File: src/rtl/mem_arbiter.sv
// Two-port round-robin arbiter in front of a single-ported RAM with ready handshake and wait timeout.
module mem_arbiter #(
  parameter int unsigned TIMEOUT = 16
) (
  input  logic        clk,
  input  logic        rst_n,
  input  logic        req0,
  input  logic [9:0]  addr0,
  output logic        ack0,
  output logic [19:0] rdata0,
  input  logic        req1,
  input  logic        we1,
  input  logic [9:0]  addr1,
  input  logic [19:0] wdata1,
  output logic        ack1,
  output logic [19:0] rdata1,
  output logic        err,
  output logic        mem_req,
  output logic        mem_we,
  output logic [9:0]  mem_addr,
  output logic [19:0] mem_wdata,
  input  logic [19:0] mem_rdata,
  input  logic        mem_ready,
  output logic        busy
);

  localparam int unsigned AW = 10;
  localparam int unsigned DW = 20;
  localparam int unsigned CW = $clog2(TIMEOUT) + 1;

  typedef enum logic [1:0] {
    IDLE      = 2'd0,
    ISSUE     = 2'd1,
    WAIT_ACC  = 2'd2,
    WAIT_DONE = 2'd3
  } state_t;

  state_t          state, state_next;
  logic [CW-1:0]   wait_cnt, wait_cnt_next;
  logic            grant, grant_next;
  logic            last, last_next;
  logic            pick;
  logic            ack0_next, ack1_next, err_next, mem_req_next, mem_we_next, busy_next;
  logic [AW-1:0]   mem_addr_next;
  logic [DW-1:0]   mem_wdata_next, rdata0_next, rdata1_next;

  // Next-state and next-output logic; outputs are registered from these values
  always_comb begin
    state_next     = state;
    wait_cnt_next  = wait_cnt;
    grant_next     = grant;
    last_next      = last;
    ack0_next      = 1'b0;
    ack1_next      = 1'b0;
    err_next       = 1'b0;
    mem_req_next   = 1'b0;
    mem_we_next    = mem_we;
    mem_addr_next  = mem_addr;
    mem_wdata_next = mem_wdata;
    rdata0_next    = rdata0;
    rdata1_next    = rdata1;
    // On a tie the port not served last wins; a lone requester always wins
    pick           = (req0 && req1) ? ~last : req1;

    unique case (state)
      IDLE: begin
        if (mem_ready && (req0 || req1)) begin
          grant_next   = pick;
          last_next    = pick;
          mem_req_next = 1'b1;
          state_next   = ISSUE;
          if (pick) begin
            mem_we_next    = we1;
            mem_addr_next  = addr1;
            mem_wdata_next = wdata1;
          end else begin
            mem_we_next    = 1'b0;
            mem_addr_next  = addr0;
            mem_wdata_next = '0;
          end
        end
      end
      ISSUE: begin
        wait_cnt_next = '0;
        state_next    = WAIT_ACC;
      end
      WAIT_ACC: begin
        wait_cnt_next = wait_cnt + CW'(1);
        if (wait_cnt_next == CW'(TIMEOUT)) begin
          ack0_next  = ~grant;
          ack1_next  = grant;
          err_next   = 1'b1;
          state_next = IDLE;
        end else if (!mem_ready) begin
          state_next = WAIT_DONE;
        end
      end
      WAIT_DONE: begin
        wait_cnt_next = wait_cnt + CW'(1);
        if (mem_ready) begin
          ack0_next  = ~grant;
          ack1_next  = grant;
          state_next = IDLE;
          if (!mem_we) begin
            if (grant) rdata1_next = mem_rdata;
            else       rdata0_next = mem_rdata;
          end
        end else if (wait_cnt_next == CW'(TIMEOUT)) begin
          ack0_next  = ~grant;
          ack1_next  = grant;
          err_next   = 1'b1;
          state_next = IDLE;
        end
      end
      default: state_next = IDLE;
    endcase

    busy_next = (state_next != IDLE);
  end

  // State, latch and registered outputs
  always_ff @(posedge clk or negedge rst_n) begin
    if (!rst_n) begin
      state     <= IDLE;
      wait_cnt  <= '0;
      grant     <= 1'b0;
      last      <= 1'b1;
      ack0      <= 1'b0;
      ack1      <= 1'b0;
      err       <= 1'b0;
      busy      <= 1'b0;
      mem_req   <= 1'b0;
      mem_we    <= 1'b0;
      mem_addr  <= '0;
      mem_wdata <= '0;
      rdata0    <= '0;
      rdata1    <= '0;
    end else begin
      state     <= state_next;
      wait_cnt  <= wait_cnt_next;
      grant     <= grant_next;
      last      <= last_next;
      ack0      <= ack0_next;
      ack1      <= ack1_next;
      err       <= err_next;
      busy      <= busy_next;
      mem_req   <= mem_req_next;
      mem_we    <= mem_we_next;
      mem_addr  <= mem_addr_next;
      mem_wdata <= mem_wdata_next;
      rdata0    <= rdata0_next;
      rdata1    <= rdata1_next;
    end
  end

endmodule

File: config.mk
export PLATFORM = sky130hd
export DESIGN_NAME = mem_arbiter
export DESIGN_NICKNAME = d
export VERILOG_FILES = /design/src/rtl/mem_arbiter.sv
export SDC_FILE = /design/constraint.sdc
export NUM_CORES = 1
export LEC_CHECK = 0
export ABC_AREA = 0
export BUFFER_PORTS_ARGS = -buffer_cell sky130_fd_sc_hd__buf_2
export CAP_MARGIN = 20
export CORE_MARGIN = 2
export CORE_UTILIZATION = 51
export DETAILED_ROUTE_END_ITERATION = 8
export HOLD_SLACK_MARGIN = 0.15
export PLACE_DENSITY = 0.95
export SLEW_MARGIN = 0
export SYNTH_ARGS = -nofsm -noshare
export SYNTH_HDL_FRONTEND = slang
export SYNTH_SLANG_ARGS = --single-unit
File: constraint.sdc
create_clock -name clk -period 3.54 [get_ports clk]
set_input_delay 0.531 -clock clk [delete_from_list [all_inputs] [get_ports clk]]
set_output_delay 0.531 -clock clk [all_outputs]
set_load 0.02 [all_outputs]
Yosys cells after proc, flatten, opt, wreduce, memory -nomap -nowiden
Cells that the tools add are included.
- muxes and demuxes: 22
- equal/unequal tests: 4
- bitwise gates (word level): 3
- reduce and logical (&&, ||, !) cells: 10
- add/subtract/negate cells: 1
- operators by type and width (cell ; number):
    2-to-1 mux 20 bit ; 1
    2-to-1 mux 1 bit ; 10
    2-to-1 mux 10 bit ; 1
    2-to-1 mux 2 bit ; 5
    one-hot mux 5 bit (2 select lines) ; 1
    one-hot mux 2 bit (4 select lines) ; 1
    AND reduction 4 bit ; 2
    one-hot mux 1 bit (2 select lines) ; 3
    adder 5 x 1 -> 5 bit (second input constant) ; 1
    equality test 5 bit (second input constant) ; 1
    equality test 2 bit (second input constant) ; 2
    nonzero test 2 bit ; 2
    NOT 1 bit ; 3
    equality test 2 x 1 -> 1 bit (second input constant) ; 1
    logical AND 1 bit ; 2
    logical NOT 2 bit ; 1
    AND reduction 2 bit ; 1
    OR reduction 2 bit ; 1
    logical OR 1 bit ; 1
- flip-flop bits (word level): 85
- logic and storage cells: 54
- output and inout bits: 76
- input port bits: 66

Longest topological paths before layout
Gate-level depths: netlist of run 1.
- word-level depth: 6
- mapped depth: 5

Worst setup path after synthesis of run 1
Ideal clock, no wire load.
- path type: flip-flop to flip-flop
- start: reg mem_we
- end: reg rdata1[0]
- data arrival time: 1342 ps
- cell stages (with the launch flop): 5
- slack: 2073 ps
- clock period less this slack: 1467 ps
- cells stage by stage: dfrtp_1 -> nand4b_1 -> or2_1 -> buf_6 -> mux2_4
- word-level cells in the longest chain between the ends: 2
- RTL lines (element ; RTL line ; RTL):
    start: declaration ; 19 ; output logic mem_we,
    start signal: assignment ; 148 ; mem_we <= mem_we_next;
    NOT 1 bit (no line) ; - ;
    AND reduction 4 bit (no line) ; - ;
    end signal: assignment ; 152 ; rdata1 <= rdata1_next;
    end: declaration ; 16 ; output logic [19:0] rdata1,
No other way between the ends.
A chain may end at the register's enable or synchronous reset.

Worst setup path in the final report of run 1
- start: reg state[1]
- end: reg rdata0[19]
- word-level cells in the longest chain between the ends: 2
- RTL lines (element ; RTL line ; RTL):
    start: declaration ; 38 ; state_t state, state_next;
    start signal: assignment ; 139 ; state <= state_next;
    equality test 2 bit ; 65 ; unique case (state)
    AND reduction 4 bit (no line) ; - ;
    end signal: assignment ; 151 ; rdata0 <= rdata0_next;
    end: declaration ; 10 ; output logic [19:0] rdata0,
No other way between the ends.

==> metrics.csv, run 1 <==
metric;value;unit
outcome;finished, final reports clean;
p_sw;0.00163;W
setup_viol;0;
syn2layout_area_growth;30.9;%
max_freq;459;MHz
drtIter0Drc;58;
arrival;2400;ps
die_h;85.5;um
yosys.area_share.simple;4.88;%
muxShareOfSynthArea;18.8;%
rsz0062_at_grt;false;
ir_worst_vdd;0.613;mV
hpwlAfterDp;5160;um
clk_pin_slew;90;ps
ios;142;
cts_root_buf;clkbuf_8;
r2r_start;state[1];
timing.final.crit_period;2180;ps
drc_errors;0;
synth-main-ff-cell;dfrtp_1;
io_buffer_count;141;
synth_compound_area_share;10.1;%
drive_above_1_share;53.4;%
coreArea;6390;um2
netlist_area;3380;um2
cp-end-kind;register;
cts_tree;built;
die_area;7300;um2
first_pass_iters;4;
synth-seq-area-share;62.9;%
regArea;2130;um2
sw_frac_of_total;38.3;%
numCtsBuffers;9;
post_cts_resized;0;
antenna_left;0;
dieWidth;85.5;um
vias_per_cell;5.20;
setup_slack;1360;ps
antenna_cells;0;
powerDensity;960;nW/um2
synthAdderAreaFrac;0.370;%
p_leak;2.39;nW
preCtsSetupSlack;1350;ps
cpPeakStageDelay;810;ps
tightest_slew;1030;ps
path_buf_inv;0;
post-route-util;69.4;%
crit_family;simple AND/OR/NAND/NOR gates;
slew_headroom;31.1;%
cts_max_level;3;
hp-class;primary input to register;
drt_wl_total;7280;um
hp-start;wdata1[13];
combPwrFrac;41.4;%
fin_crit_sh;61.6;%
layout_common_cells;140 x buf_2, 84 x dfrtp_1, 21 x a22o_1, 21 x mux2_2, 20 x mux2_4;
path_max_fanout;20;
path_cells;nand4b_1, nor2_2, mux2_2;
cts_sinks;85;
nets;446;
synth_fp_nets;302;
grt_first_pass_wirelength;11600;um
synthArstFlopShare;100;%
start_util;53.0;%
yosys_register_bits;85;
num_vias;2397;
power_frac_seq;40.6;%
grt_max_degree;86;
hold_buffers;0;
grt_pass1_vias;2450;
clock_skew;11.9;ps
syn_avg_cell_area;14.4;um2
slew_violations;0;
hold_slack;403;ps
synth_top_family_by_area;multiplexers;
clk_latency;340;ps
layout_commonest_cell;buf_2;
num_rows;29;
synth-edff-count;0;
clk_path_buf_depth;2;
p_int;0.00262;W
critPathLaunch;state[1];
drv_cap;0;
cp.required;3760;ps
multi_input_area;1180;um2
slowest_stage;nor2_2;
synthXorXnorAreaFrac;0.518;%
synth_cells;235;
hold_viol_final;0;
nFillCells;474;
startpoint_type;register;
routedWlPerCell;15.8;um
worstSetupPathType;register to register;
cts_setup_buffers;0;
overflow;0;
grt_usage;20.1;%
finalWeightedCongestion;0.795;
antenna_found_initial;0;
yosysWarnings;0;
synth_cell_types;28;
clockPowerShare;18.0;%
tns;0;ps
## per-layer routing
metal	track usage, %	vias up	share of wire (%)
met5	0	-	0
met4	6.49	0	1.2
met3	4.96	10	6.7
met2	33.9	94	49
met1	25.5	1169	43
li1	-	1124	-
## area by class of cell
cell class / count / area share, %
sequential: 85 / 48.1
multi-input combinational: 135 / 26.8
timing repair buffer: 146 / 17.6
clock buffer: 10 / 3.11
tap: 77 / 2.18
clock inverter: 6 / 2.12
inverter: 2 / 0.169
## registers in the layout, indices dropped and copies added, names as in the netlist, 2 cells and up
name	count
wait_cnt	5
state	2
mem_wdata	20
rdata0	20
mem_addr	10
rdata1	20
## synth_stat cells, types with 3 or more instances
master	n	area [um2]
o21ai_0	17	85.1
mux2_4	20	300
clkbuf_1	3	11.3
nand2_1	18	67.6
mux2_2	21	236
a22o_1	21	184
nand2b_1	5	31.3
mux2i_1	10	100
dfrtp_1	84	2100
buf_2	8	40.0
## worst paths after layout
| check | endpoint | slack [ps] | cells past startpoint |
|---|---|---|---|
| max in group asynchronous | last | 2340 | 3 |
| hold reg to reg | mem_addr[6] | 490 | 2 |
| min in group asynchronous | rdata1[5] | 560 | 2 |
| setup reg to reg | rdata0[19] | 1360 | 3 |
| setup / recovery | rdata0[19] | 1360 | 3 |
| hold / removal | mem_wdata[13] | 400 | 2 |
## metrics by stage
step                total power [W]  cells  instance area (um2)
floorplan                   0.00285    235                 3380
global placement            0.00339    442                 4140
detailed placement          0.00350    442                 4140
CTS                         0.00426    458                 4370
global route                0.00451    461                 4430
finish                      0.00425    461                 4430
## power by group through the flow
stage / sequential [W] / combinational [W] / clock, W
floorplan: 0.00220 / 0.000653 / 0
global placement: 0.00170 / 0.00169 / 0
detailed placement: 0.00173 / 0.00177 / 0
CTS: 0.00172 / 0.00176 / 0.000778
global route: 0.00178 / 0.00190 / 0.000830
finish: 0.00172 / 0.00176 / 0.000766
## logic make-up (layout without fill, tap and decap cells)
group	count (synthesis)	in the layout
and+or+nand+nor	34	34
xor gates and xnor gates	2	2
AOI/OAI and AO/OA	47	47
muxes	51	51
DFF	85	85
adders and majority gates	1	1
buffers and inverters	15	164
No activity file was read; power rests on OpenSTA's default activity.
==> run 2, diff against run 1 <==
--- a/config.mk
+++ b/config.mk
@@ -5,14 +5,14 @@
 export SDC_FILE = /design/constraint.sdc
 export NUM_CORES = 1
 export LEC_CHECK = 0
-export ABC_AREA = 0
+export ABC_AREA = 1
 export BUFFER_PORTS_ARGS = -buffer_cell sky130_fd_sc_hd__buf_2
 export CAP_MARGIN = 20
 export CORE_MARGIN = 2
-export CORE_UTILIZATION = 51
+export CORE_UTILIZATION = 43
 export DETAILED_ROUTE_END_ITERATION = 8
 export HOLD_SLACK_MARGIN = 0.15
-export PLACE_DENSITY = 0.95
+export PLACE_DENSITY = 0.87
 export SLEW_MARGIN = 0
 export SYNTH_ARGS = -nofsm -noshare
 export SYNTH_HDL_FRONTEND = slang
==> constraint.sdc (replaced) <==
create_clock -name clk -period 1.9 [get_ports clk]
set_input_delay 0.285 -clock clk [delete_from_list [all_inputs] [get_ports clk]]
set_output_delay 0.285 -clock clk [all_outputs]
set_load 0.02 [all_outputs]
==> run 2 against run 1 <==
Clock power up 49%; via count up 26%; final area down 0.25%; critical path type unchanged.
==> metrics.csv, run 2 <==
metric;value;unit
outcome;finished, final reports clean;
preCtsSetupSlack;359;ps
drv_cap;0;
synth_common_cells;117 x nand2_1, 84 x dfrtp_1, 42 x o21ai_1, 29 x inv_1, 27 x nand3_1;
hpwlAfterDp;5780;um
syn2layout_area_growth;29.4;%
synth_cells;374;
synth-edff-count;0;
arrival;1810;ps
synthTopCellsByArea;dfrtp_1 62%, nand2_1 13%, o21ai_1 6.2%, nand3_1 4.0%, o21ai_0 3.4%;
cp-end-kind;register;
cp.required;2170;ps
regArea;2130;um2
met3WireLength;485;um
post-synth-top-area-fraction;61.6;%
startpoint_type;register;
synth_cell_types;20;
cts_sinks;85;
coreArea;7730;um2
synth.most_common_cell;nand2_1;
p_int;0.00402;W
cts_max_level;3;
io_buffer_count;141;
slew_violations;0;
regToRegSetupSlack;360;ps
grt_max_degree;52;
nets;583;
p_sw;0.00304;W
grt_pass1_vias;2867;
hold_viol_final;0;
sw_frac_of_total;43.1;%
dieWidth;93.1;um
drt_wl_total;8130;um
hold_buffers;2;
power_frac_seq;43.3;%
post_cts_resized;0;
dr_wl_met2;4000;um
grt_usage;19.1;%
cts_tree;built;
finalWeightedCongestion;0.896;
cts_setup_buffers;0;
layout_common_cells;140 x buf_2, 117 x nand2_1, 84 x dfrtp_1;
crit_end;mem_addr[5];
rr_worst_depth;6;
antenna_found_initial;0;
die_h;93.1;um
hold_slack;162;ps
hp-class;primary input to register;
slew_headroom;64.1;%
num_vias;3029;
tightest_slew;538;ps
timing.final.crit_period;1540;ps
syn_avg_cell_area;9.13;um2
top_layer_used;met4;
rsz0062_at_grt;false;
placed_cell_area;4210;um2
powerDensity;1600;nW/um2
cts_root_buf;clkbuf_8;
clk_latency;340;ps
clk_path_buf_depth;2;
synth_fp_nets;441;
m1WireLength;3540;um
layout_commonest_cell;buf_2;
r2r_start;state[1];
numCtsBuffers;9;
routedWlPerCell;13.1;um
drc_errors;0;
critPathLaunch;state[1];
ir_worst_vdd;0.753;mV
synth-seq-area-share;62.3;%
netlist_area;3410;um2
tns;0;ps
drtIter0Drc;151;
setup_viol;0;
start_util;44.2;%
vias_per_cell;4.86;
overflow;0;
clock_skew;6.04;ps
p_leak;2.52;nW
final_cell_area;4420;um2
setup_slack;356;ps
worstSetupPathType;register to register;
antenna_left;0;
yosysWarnings;0;
synth_top_area_cell;dfrtp_1;
grt_first_pass_wirelength;13100;um
drive_above_1_share;32.4;%
multi_input_area;1070;um2
num_rows;32;
clockPowerShare;16.1;%
path_max_fanout;27;
antenna_cells;0;
synthArstFlopShare;100;%
first_pass_iters;4;
yosys_register_bits;85;
reg_top3;mem_wdata (20), rdata0 (20), rdata1 (20);
synth-main-ff-cell;dfrtp_1;
max_freq;648;MHz
nFillCells;702;
die_area;8670;um2
combPwrFrac;40.5;%
r2r_end;mem_addr[5];
fin_crit_sh;81.3;%
ios;142;
clk_pin_slew;90;ps
-- run 2: cell types whose count changed after synthesis, sizes merged, moves of 9 or more --
cell,change
a22o,-20
clkbuf,+9
inv,+29
mux2,-41
mux2i,-10
nand2,+99
nand3,+25
nor2,+16
o21ai,+48
-- run 2: worst min path at each step --
| stage | from | endpoint | cells past startpoint |
|---|---|---|---|
| 2_1_floorplan | rst_n | ack0 | 0 |
| 3_3_place_gp | rst_n | wait_cnt[2] | 1 |
| 3_5_place_dp | rst_n | wait_cnt[2] | 1 |
| 4_1_cts | wdata1[12] | mem_wdata[12] | 3 |
| 5_1_grt | wdata1[17] | mem_wdata[17] | 3 |
| 6_report | wdata1[0] | mem_wdata[0] | 3 |
-- run 2: logic make-up (layout without fill, tap and decap cells) --
logic type               Yosys count  in the layout  synth area share [%]
AO/OA/AOI/OAI                     69             69                  10.3
adder cells (fa/ha/maj)            1              1                 0.366
buffers and inverters             51            198                  6.41
flip-flops                        85             85                  62.3
AND/OR/NAND/NOR                  168            168                  20.6
-- run 2: per-stage QoR --
stage | utilization [%] | cells | total power (W)
after detailed placement | 54.5 | 604 | 0.00596
final | 57.2 | 623 | 0.00706
after global placement | 54.5 | 604 | 0.00584
after global routing | 57.2 | 623 | 0.00756
after CTS | 57.0 | 622 | 0.00712
after floorplan | - | 374 | 0.00489
-- run 2: layout make-up --
class	count	area share (%)
Clock buffer	9	2.80
Multi-Input combinational cell	238	24.2
Tap cell	102	2.89
Timing Repair Buffer	151	18.2
Inverter	31	2.63
Clock inverter	7	1.16
Sequential cell	85	48.2
-- run 2: per-layer routing --
layer	vias to the layer above	global-route usage, %
met3	12	5.08
met5	-	0
li1	1480	-
met2	121	30.9
met1	1416	25.3
met4	0	6.00
-- run 2: power by group through the flow --
stage | clock network, W | registers [W] | logic (W)
after floorplan | 0 | 0.00382 | 0.00108
after global placement | 0 | 0.00304 | 0.00280
after detailed placement | 0 | 0.00307 | 0.00289
after CTS | 0.00118 | 0.00305 | 0.00289
after global routing | 0.00126 | 0.00315 | 0.00315
final | 0.00114 | 0.00306 | 0.00286
-- run 2: worst max-delay path, stage by stage (launching register included) --
cell and delay [ps]:
dfrtp_1 480, nor2_4 190, inv_2 100, nor2_8 170
buf_4 290, o21ai_1 110, o21ai_1 130
==> run 3, diff against run 2 <==
==> constraint.sdc (replaced) <==
create_clock -name clk -period 1.3 [get_ports clk]
set_input_delay 0.195 -clock clk [delete_from_list [all_inputs] [get_ports clk]]
set_output_delay 0.195 -clock clk [all_outputs]
set_load 0.02 [all_outputs]
==> run 3 against run 2 <==
Combinational power is 68% higher; clock skew increased by 8.4 ps; largest power group is now combinational logic; non-clock buffer count is 68 higher; wire length up 19%; critical path depth did not move; sequential share of layout area shrank 7.6 points; cell count is 11% higher; largest cell class unchanged.
==> metrics.csv, run 3 (synthesis gave the netlist of run 2 again) <==
metric;value;unit
nets;651;
finalWeightedCongestion;0.825;
cts_max_level;3;
final_cells;691;
clk_pin_slew;90;ps
grt_max_degree;86;
drt_wl_total;9680;um
startpoint_type;register;
path_cells;nor2_4, inv_2, nor2_8, buf_4, o21ai_1, o21ai_1;
rr_worst_depth;6;
layout_commonest_cell;buf_2;
cpPeakStageDelay;430;ps
io_buffer_count;141;
clk_path_buf_depth;2;
drive_above_1_share;32.8;%
num_vias;3382;
critPathMostFrequentCell;o21ai_1;
vias_per_cell;4.89;
post-route-util;68.0;%
numCtsBuffers;9;
syn2layout_area_growth;53.8;%
overflow;0;
path_max_fanout;19;
arrival;1570;ps
clock_skew;14.5;ps
outcome;finished, final reports clean;
regToRegSetupSlack;0.8;ps
holdPathStages;3;
antenna_left;0;
coreArea;7730;um2
hp-start;addr0[7];
min_to;mem_addr[7];
placed_cell_area;4310;um2
hold_viol_final;0;
cts_sinks;85;
setup_viol;0;
grt_first_pass_wirelength;15600;um
final_cell_area;5250;um2
p_leak;2.88;nW
cp.required;1570;ps
reg_top3;mem_wdata (20), rdata0 (20), rdata1 (20);
layout_common_cells;140 x buf_2, 114 x nand2_1, 83 x dfrtp_1;
start_util;44.2;%
slew_headroom;70.6;%
dp_cells;614;
die_h;93.1;um
cts_tree;built;
num_rows;32;
antenna_found_initial;0;
ios;142;
hpwlAfterDp;5800;um
tightest_slew;441;ps
cts_root_buf;clkbuf_8;
first_pass_iters;5;
grt_pass1_vias;3387;
antenna_cells;0;
timing.final.crit_period;1300;ps
routedWlPerCell;14.0;um
hp-class;primary input to register;
drtIter0Drc;201;
powerDensity;2200;nW/um2
dieWidth;93.1;um
fin_crit_sh;99.9;%
rsz0062_at_grt;true;
worstSetupPathType;register to register;
clk_latency;350;ps
slowest_stage;dfrtp_1;
drv_cap;0;
grt_usage;22.9;%
die_area;8670;um2
ir_worst_vdd;1.25;mV
slew_violations;0;
cp-end-kind;register;
drc_errors;0;
r2r_start;state[1];
r2r_end;mem_addr[5];
max_freq;770;MHz
==> run 3: cell types whose count changed in the layout (fill, tap and decap cells not counted), sizes merged, moves of 2 or more <==
cell / change
dlygate4sd3: +58
buf: +10
bufinv: +3
clkinv: -3
clkinvlp: -2
==> run 3: area by class of cell <==
class	instances	area (um2)
repair buffers	219	1490
fillers	548	2470
well taps	102	128
inverters	31	119
flip-flops and latches	85	2130
clock inverters	6	116
multi-input cells	238	1130
clock buffers	10	138
==> run 3: power breakdown <==
part | internal, W | leakage (nW) | switching (W)
Sequential | 0.00375 | 1.08 | 0.000698
Combinational | 0.00178 | 1.67 | 0.00302
Clock | 0.00135 | 0.127 | 0.000956
==> run 3: how the worst max path moves through the flow <==
stage	startpoint	depth (start not counted)	slack [ps]	endpoint
6_report	state[1]	6	0.8	mem_addr[5]
5_1_grt	wait_cnt[1]	8	-80	busy
4_1_cts	wait_cnt[1]	8	-10	err
3_5_place_dp	req1	6	-100	mem_addr[2]
3_3_place_gp	req1	5	-50	busy
2_1_floorplan	state[1]	8	10	mem_addr[0]
==> run 3: per-stage QoR <==
stage               hold WS [ps]  TNS (ps)  worst slack (ps)  total power, W
finish                       174         0             0.846          0.0116
global route                 180      -648             -78.2          0.0123
CTS                          151     -12.4             -12.4          0.0114
detailed placement           265     -2010             -97.2         0.00890
global placement             259      -799             -53.9         0.00872
floorplan                   -101         0              11.1         0.00715
==> run 3: routing by layer <==
layer  wire [um]  track usage (%)  part of all wire, %
met1        3930             28.0                   41
met2        4910             38.3                   51
met3         592             6.04                  6.1
met4         250             9.80                  2.6
met5           0                0                    0
==> run 3: worst max-delay path, delay by kind of cell (launching register included) <==
family / cells / cell delay, ps
buffers and inverters: 2 / 310
AO/OA/AOI/OAI: 2 / 220
AND/OR/NAND/NOR: 2 / 260
flip-flops: 1 / 430
==> run 3: repair_timing <==
item                                    4_1_cts  5_1_grt
resized for setup                             5       16
setup buffers                                 0        0
pin swaps                                     1        2
hold buffers                                 60        1
hold endpoints to repair                    156        1
endpoints found under the setup margin       11       42
gates cloned                                  0        0
